==> src/rtl/hdmi_pkg.sv <==
// Shared types, TMDS symbol constants and the 8b decode helper for the
// per-channel HDMI TMDS decoder. Symbol values are in HDMI notation q[9:0].
package hdmi_pkg;

    typedef enum logic [1:0] {
        SYM_CTL   = 2'd0,
        SYM_VIDEO = 2'd1,
        SYM_DATA  = 2'd2,
        SYM_GUARD = 2'd3
    } sym_type_e;

    typedef enum logic [3:0] {
        ST_CTL,
        ST_VGUARD1,
        ST_VGUARD2,
        ST_VIDEO,
        ST_DLEAD1,
        ST_DLEAD2,
        ST_DATA,
        ST_DTRAIL1,
        ST_DTRAIL2
    } period_state_e;

    // Control tokens, named by the {C1,C0} pair they carry.
    localparam logic [9:0] CTL_TOKEN_00 = 10'h354;
    localparam logic [9:0] CTL_TOKEN_01 = 10'h0AB;
    localparam logic [9:0] CTL_TOKEN_10 = 10'h154;
    localparam logic [9:0] CTL_TOKEN_11 = 10'h2AB;

    // Guard bands. Channel 0 has no distinct data guard band.
    localparam logic [9:0] VGB_CH02 = 10'h2CC;
    localparam logic [9:0] VGB_CH1  = 10'h133;
    localparam logic [9:0] DGB_CH12 = 10'h133;

    // TERC4 code words, index = nibble.
    localparam logic [15:0][9:0] TERC4_TABLE = {
        10'h2C3, 10'h163, 10'h271, 10'h28E, 10'h2C6, 10'h19C, 10'h139, 10'h2CC,
        10'h13C, 10'h18E, 10'h11E, 10'h171, 10'h2E2, 10'h2E4, 10'h263, 10'h29C
    };

    // Stage-1 classification result, registered as one word in the top.
    typedef struct packed {
        logic       is_ctl;
        logic [1:0] ctl;
        logic       is_vgb;
        logic       is_dgb;
        logic       is_terc4;
        logic [3:0] nibble;
        logic [7:0] data;
    } sym_flags_t;

    // TMDS transition-minimised 8b decode (q[9] = inverted, q[8] = XOR mode).
    function automatic logic [7:0] tmds_decode8(input logic [9:0] q);
        logic [7:0] dp;
        logic [7:0] d;
        dp   = q[9] ? ~q[7:0] : q[7:0];
        d    = '0;
        d[0] = dp[0];
        for (int i = 1; i < 8; i++) begin
            d[i] = q[8] ? (dp[i] ^ dp[i-1]) : ~(dp[i] ^ dp[i-1]);
        end
        return d;
    endfunction

endpackage

==> src/rtl/hdmi_tmds_decode_classify.sv <==
// Combinational stage-1 classifier: bit-reverses the aligner symbol into
// HDMI notation, recognises control/guard/TERC4 code words and decodes the
// 8b video byte. The parent registers the result.
module tmds_symbol_classify
    import hdmi_pkg::*;
#(
    parameter int CHANNEL = 0
) (
    input  logic [9:0] i_pix,
    output sym_flags_t o_flags
);

    localparam logic [9:0] VGB_SYM = (CHANNEL == 1) ? VGB_CH1 : VGB_CH02;

    logic [9:0] w_q;

    for (genvar i = 0; i < 10; i++) begin : g_rev
        assign w_q[i] = i_pix[9 - i];
    end

    // Classify the symbol and decode every payload form in parallel.
    always_comb begin
        o_flags      = '0;
        o_flags.data = tmds_decode8(w_q);
        case (w_q)
            CTL_TOKEN_00: begin o_flags.is_ctl = 1'b1; o_flags.ctl = 2'b00; end
            CTL_TOKEN_01: begin o_flags.is_ctl = 1'b1; o_flags.ctl = 2'b01; end
            CTL_TOKEN_10: begin o_flags.is_ctl = 1'b1; o_flags.ctl = 2'b10; end
            CTL_TOKEN_11: begin o_flags.is_ctl = 1'b1; o_flags.ctl = 2'b11; end
            default:      ;
        endcase
        o_flags.is_vgb = (w_q == VGB_SYM);
        o_flags.is_dgb = (CHANNEL != 0) && (w_q == DGB_CH12);
        for (int n = 0; n < 16; n++) begin
            if (w_q == TERC4_TABLE[n]) begin
                o_flags.is_terc4 = 1'b1;
                o_flags.nibble   = 4'(n);
            end
        end
    end

endmodule

==> src/rtl/hdmi_tmds_decode.sv <==
// Per-channel TMDS decoder: stage 1 registers the classified symbol, stage 2
// tracks the HDMI period (control / video / data island) and registers the
// outputs. Latency from i_pix to outputs is two clocks.
// o_valid qualifies every other output on the same cycle; there is no
// backpressure, a symbol is produced every clock while sync is held.
module hdmi_tmds_decode
    import hdmi_pkg::*;
#(
    parameter int CHANNEL = 0,
    parameter int MIN_CTL = 8,
    parameter int ERRW    = 16
) (
    input  logic            i_clk,
    input  logic            i_reset,
    input  logic [4:0]      i_sync,
    input  logic [9:0]      i_pix,
    output logic            o_valid,
    output logic [1:0]      o_type,
    output logic [1:0]      o_ctl,
    output logic [7:0]      o_data,
    output logic [3:0]      o_terc4,
    output logic            o_err,
    output logic [ERRW-1:0] o_err_count
);

    sym_flags_t    w_flags;
    sym_flags_t    r_flags;
    logic          r_sync_ok;
    period_state_e r_state;
    period_state_e w_state_nxt;
    logic [3:0]    r_ctl_run;
    logic          w_run_ok;
    sym_type_e     w_type;
    logic          w_upd_ctl;
    logic          w_err;
    logic          w_unused_slip;

    // The bit-slip location is consumed by the aligner, not here.
    assign w_unused_slip = ^i_sync[3:0];

    tmds_symbol_classify #(.CHANNEL(CHANNEL)) u_classify (
        .i_pix   (i_pix),
        .o_flags (w_flags)
    );

    // Stage 1: register the classification and the sync qualifier.
    always_ff @(posedge i_clk) begin
        if (i_reset) begin
            r_flags   <= '0;
            r_sync_ok <= 1'b0;
        end else begin
            r_flags   <= w_flags;
            r_sync_ok <= i_sync[4];
        end
    end

    // Preamble length is judged on the control symbols preceding this one.
    assign w_run_ok = (int'(r_ctl_run) >= MIN_CTL);

    // Period state machine: next state, emitted type and error flag.
    // Channel 1 cannot tell video and data guard bands apart, so both enter
    // the DLEAD path and the symbol after the two guards decides.
    always_comb begin
        w_state_nxt = r_state;
        w_type      = SYM_VIDEO;
        w_upd_ctl   = 1'b0;
        w_err       = 1'b0;
        case (r_state)
            ST_CTL: begin
                if (r_flags.is_ctl) begin
                    w_type    = SYM_CTL;
                    w_upd_ctl = 1'b1;
                end else if (CHANNEL != 1 && r_flags.is_vgb && w_run_ok) begin
                    w_state_nxt = ST_VGUARD1;
                    w_type      = SYM_GUARD;
                end else if (CHANNEL != 0 && r_flags.is_dgb && w_run_ok) begin
                    w_state_nxt = ST_DLEAD1;
                    w_type      = SYM_GUARD;
                end else if (CHANNEL == 0 && r_flags.is_terc4 && w_run_ok) begin
                    w_state_nxt = ST_DATA;
                    w_type      = SYM_DATA;
                end else begin
                    w_err = 1'b1;
                end
            end
            ST_VGUARD1: begin
                if (r_flags.is_vgb) begin
                    w_state_nxt = ST_VGUARD2;
                    w_type      = SYM_GUARD;
                end else begin
                    w_state_nxt = ST_CTL;
                    w_err       = 1'b1;
                end
            end
            ST_VGUARD2: begin
                w_state_nxt = ST_VIDEO;
            end
            ST_VIDEO: begin
                if (r_flags.is_ctl) begin
                    w_state_nxt = ST_CTL;
                    w_type      = SYM_CTL;
                    w_upd_ctl   = 1'b1;
                end
            end
            ST_DLEAD1: begin
                if (r_flags.is_dgb) begin
                    w_state_nxt = ST_DLEAD2;
                    w_type      = SYM_GUARD;
                end else begin
                    w_state_nxt = ST_CTL;
                    w_err       = 1'b1;
                end
            end
            ST_DLEAD2: begin
                if (r_flags.is_terc4) begin
                    w_state_nxt = ST_DATA;
                    w_type      = SYM_DATA;
                end else if (CHANNEL == 1) begin
                    w_state_nxt = ST_VIDEO;
                end else begin
                    w_state_nxt = ST_CTL;
                    w_err       = 1'b1;
                end
            end
            ST_DATA: begin
                if (CHANNEL != 0 && r_flags.is_dgb) begin
                    w_state_nxt = ST_DTRAIL1;
                    w_type      = SYM_GUARD;
                end else if (r_flags.is_terc4) begin
                    w_type = SYM_DATA;
                end else if (r_flags.is_ctl) begin
                    w_state_nxt = ST_CTL;
                    w_type      = SYM_CTL;
                    w_upd_ctl   = 1'b1;
                end else begin
                    w_err = 1'b1;
                end
            end
            ST_DTRAIL1: begin
                if (r_flags.is_dgb) begin
                    w_state_nxt = ST_DTRAIL2;
                    w_type      = SYM_GUARD;
                end else begin
                    w_state_nxt = ST_CTL;
                    w_err       = 1'b1;
                end
            end
            ST_DTRAIL2: begin
                w_state_nxt = ST_CTL;
                if (r_flags.is_ctl) begin
                    w_type    = SYM_CTL;
                    w_upd_ctl = 1'b1;
                end else begin
                    w_err = 1'b1;
                end
            end
            default: begin
                w_state_nxt = ST_CTL;
            end
        endcase
    end

    // Stage 2: state, preamble run counter and output registers.
    // Losing sync drops back to CTL silently; payload outputs hold.
    always_ff @(posedge i_clk) begin
        if (i_reset) begin
            r_state     <= ST_CTL;
            r_ctl_run   <= 4'd0;
            o_valid     <= 1'b0;
            o_type      <= SYM_CTL;
            o_ctl       <= 2'b00;
            o_data      <= 8'd0;
            o_terc4     <= 4'd0;
            o_err       <= 1'b0;
            o_err_count <= '0;
        end else if (!r_sync_ok) begin
            r_state   <= ST_CTL;
            r_ctl_run <= 4'd0;
            o_valid   <= 1'b0;
            o_err     <= 1'b0;
        end else begin
            r_state <= w_state_nxt;
            if (!r_flags.is_ctl) begin
                r_ctl_run <= 4'd0;
            end else if (r_ctl_run != 4'd15) begin
                r_ctl_run <= r_ctl_run + 4'd1;
            end
            o_valid <= 1'b1;
            o_type  <= w_type;
            if (w_upd_ctl) begin
                o_ctl <= r_flags.ctl;
            end
            o_data  <= r_flags.data;
            o_terc4 <= r_flags.nibble;
            o_err   <= w_err;
            if (w_err && !(&o_err_count)) begin
                o_err_count <= o_err_count + ERRW'(1);
            end
        end
    end

endmodule
==> config.mk <==
export PLATFORM = sky130hd
export DESIGN_NAME = hdmi_tmds_decode
export DESIGN_NICKNAME = d
export VERILOG_FILES = /design/src/rtl/hdmi_pkg.sv /design/src/rtl/hdmi_tmds_decode_classify.sv /design/src/rtl/hdmi_tmds_decode.sv
export SDC_FILE = /design/constraint.sdc
export NUM_CORES = 1
export LEC_CHECK = 0
export ABC_AREA = 1
export ABC_CLOCK_PERIOD_IN_PS = 1600
export BUFFER_PORTS_ARGS = -buffer_cell sky130_fd_sc_hd__buf_2
export CORE_UTILIZATION = 53
export CTS_BUF_LIST = sky130_fd_sc_hd__clkbuf_8
export CTS_CLUSTER_SIZE = 16
export DETAILED_ROUTE_END_ITERATION = 10
export GPL_ROUTABILITY_DRIVEN = 0
export PLACE_DENSITY = 0.87
export SLEW_MARGIN = 15
export SYNTH_ARGS = -nofsm -noshare
export SYNTH_HDL_FRONTEND = slang
export SYNTH_SLANG_ARGS = --single-unit
==> constraint.sdc <==
create_clock -name i_clk -period 1.6 [get_ports i_clk]
set_input_delay 0.08 -clock i_clk [delete_from_list [all_inputs] [get_ports i_clk]]
set_output_delay 0.08 -clock i_clk [all_outputs]
set_load 0.01 [all_outputs]
==> impl_summary.txt <==
----------------------------------------------------
[Flow run]
  Number of maximum-capacitance constraint violations ... 0

[Global routing]
  Wire length of the first global-routing pass ... 13,500 um
  Tot GR Track Use ... 27.9%
  Pin count of the biggest net entering global routing ... 27
  Antenna violations before repair ... 0
  Global route total overflow ... 0
  Number of global-route vias before repair ... 3,147

[Pwr]
  PwrDens ... 838 nW/um2
  Leakage ... between 1.5 and 2 nW
  Highest ir drop seen on vdd ... 0.601 mV

[Routing]
  First-pass iteration count of the detailed router ... 5
  Initial DRC count ... approximately 290
  Routed wire length per instance ... approximately 15 um
  Remaining antenna violation count ... 0
  Total length of routed wires ... 9040 um
  Routed vias ... 3,389
  Vias per cell ... 5.69
  DRC ... 0

[Yosys]
  Seq/Total Area, Yosys ... 37.8%
  Yosys reg bits ... 59
  Library cells used by synthesis ... 39
  Gate count of the mapped netlist ... 443
  Synthesized netlist net count ... 463
  Post-synthesis average cell area ... around 7 um2
  Mapped cell area ... 3120 um2
  Total number of yosys warnings ... 0

[Clocking]
  Number of clock buffers inserted by TritonCTS ... 9
  Maximum clock insertion buffer count ... 2
  Root buffer cell ... sky130_fd_sc_hd__clkbuf_8
  Clock tree from TritonCTS ... built
  Insertion delay of the later-clocked pin in the worst-skew pair ... 0.35 ns
  Clock transition at the registers of the reported paths ... 0.08 ns
  CTS HTree Levels ... 3
  Sinks on the clock net ... 59

[STA]
  Period utilisation layout ... 105%
  Peak Freq ... 0.597 GHz
  Total count of hold-check failures in the final report ... 0
  Final Critical Period ... 1.67 ns
  Setup ws final ... -0.0744 ns
  Setup repair after global routing missed its margin ... true
  Worst clock skew ... 0.0123 ns
  Slew headroom ... 56.9%
  Transition time at the pin with the least slew margin ... 0.641 ns
  Final count of pins violating max slew ... 0
  Number of setup violations in the final report ... 16

[Run status]
  Failing checks ... negative setup slack
  Result of the run ... finished, violations left

[Worst setup path]
  Worst setup EP type ... flip-flop
  Critical-path maximum fanout ... 6
  Startpoint-to-endpoint class of the critical path ... reg2reg
  Critical path arrival ... about 2 ns
  Critical path data required time ... 1.88 ns
  Startpoint type of the worst setup path ... flip-flop

[Final layout]
  Nets ... around 540
  Leading cell types in the layout, fill and taps excluded ... sky130_fd_sc_hd__nor2_1, sky130_fd_sc_hd__nand2_1, sky130_fd_sc_hd__dfxtp_1
  Fin area ... 3970 um2
  Share of cells above drive strength 1 ... 28.2%
  Antenna diodes ... 0
  Most common cell after layout, fill and taps aside ... sky130_fd_sc_hd__nor2_1
  Synth-to-Final Area Change ... 27.0%

[Hold path]
  Hold crit path type ... in2reg

[Placed design]
  Placed Instance Area ... 3490 um2
  Number of buffer cells added on primary ports ... 46
  DP Worst Slack ... 0.0255 ns
  Post-detail-place hpwl ... 5390 um

[Die]
  Core Area ... 5610 um2
  Cell row count ... 27
  Full die area ... 6210 um2
  Chip width ... 78.8 um
  Die Height ... 78.8 um
  Number of I/O pins ... between 50 and 60
  Starting Density ... 55.7%

----------------------------------------------------
stage by stage:
step / setup TNS (ns) / util (%) / instances / power (W) / hold slack (ns)
2_1_floorplan: 0 / - / 443 / 0.00173 / 0.170
3_3_place_gp: 0 / 62.3 / 566 / 0.00180 / 0.292
3_5_place_dp: 0 / 62.3 / 566 / 0.00181 / 0.296
4_1_cts: 0 / 67.9 / 589 / 0.00330 / 0.0172
5_1_grt: -1.70 / 70.7 / 596 / 0.00344 / 0.0318
6_report: -0.674 / 70.7 / 596 / 0.00333 / 0.0299
Yosys cell counts, drive strengths merged:
cell type,count,area (um2)
a21oi,35,224
xnor2,4,35.0
o21ai,35,175
a211oi,1,7.51
o21a,1,7.51
a21boi,1,7.51
nand3b,1,7.51
dfxtp,59,1180
nand4,11,68.8
nor3,10,55.1
nor2,80,310
nor3b,1,7.51
o22ai,2,18.8
a31oi,1,6.26
nand2,84,372
o2111ai,1,8.76
xor2,10,87.6
ha,3,37.5
buf,7,75.1
clkbuf,5,18.8
inv,44,168
nand3,47,245
path summary, 6_finish.rpt:
| check | from | to | slack [ns] | cells past startpoint |
|---|---|---|---|---|
| max | o_err_count[0]$_SDFFE_PP0P_ | o_err_count[5]$_SDFFE_PP0P_ | -0.07 | 10 |
| min | i_reset | r_flags[14]$_SDFF_PP0_ | 0.03 | 2 |
| min reg2reg | r_flags[9]$_SDFF_PP0_ | o_terc4[1]$_SDFFE_PP0P_ | 0.46 | 2 |
| max reg2reg | o_err_count[0]$_SDFFE_PP0P_ | o_err_count[5]$_SDFFE_PP0P_ | -0.07 | 10 |
critical path, stage by stage, from the launching register on:
cell                       delay (ns)
sky130_fd_sc_hd__dfxtp_2         0.36
sky130_fd_sc_hd__ha_4            0.15
sky130_fd_sc_hd__nand3_2         0.10
sky130_fd_sc_hd__nor2_1          0.14
sky130_fd_sc_hd__nand3_1         0.10
sky130_fd_sc_hd__o21ai_2         0.21
sky130_fd_sc_hd__clkinv_4        0.12
sky130_fd_sc_hd__nand2_8         0.13
sky130_fd_sc_hd__buf_6           0.11
sky130_fd_sc_hd__nand2_1         0.06
sky130_fd_sc_hd__a21oi_2         0.13
registers in the layout, summed over array words and instances, names as in the netlist:
register	flops
r_flags	17
r_sync_ok	1
o_err	1
o_type	2
r_state	3
o_terc4	4
r_ctl_run	4
o_data	8
o_err_count	16
o_ctl	2
o_valid	1
layout make-up:
cell class / count / area, um2
timing repair buffer: 76 / 517
multi-input combinational: 329 / 1780
sequential: 59 / 1190
tap: 72 / 90.1
clock inverter: 7 / 93.8
fill: 447 / 1640
inverter: 44 / 173
clock buffer: 9 / 124
routing by layer:
metal	vias to the layer above	share of wire, %	track usage (%)
met5	-	0	0
met4	0	4.2	12.6
met3	51	7.8	8.74
met2	194	48	48.8
met1	1531	40	30.7
li1	1613	-	-
logic make-up after synthesis:
logic type | after synthesis | share of synthesized area (%)
buffers and inverters | 56 | 8.37
AND/OR/NAND/NOR | 234 | 34.1
XOR/XNOR | 14 | 3.92
AO/OA/AOI/OAI | 77 | 14.6
adder cells (fa/ha/maj) | 3 | 1.20
flip-flops | 59 | 37.8
where the power goes:
group          total, W  internal, W  switching [W]
Clock           0.00150     0.000872       0.000627
Sequential      0.00153      0.00151      0.0000207
Combinational  0.000294     0.000110       0.000184
Total           0.00333      0.00249       0.000831
what timing repair did:
item,4_1_cts,5_1_grt
pin swaps,1,8
setup endpoints to repair,1,22
cloned,0,1
hold endpoints to repair,3,0
hold buffers,3,0
buffers inserted,4,6
gates resized for setup,4,26
Note: power is estimated with default switching activity, not from simulation.
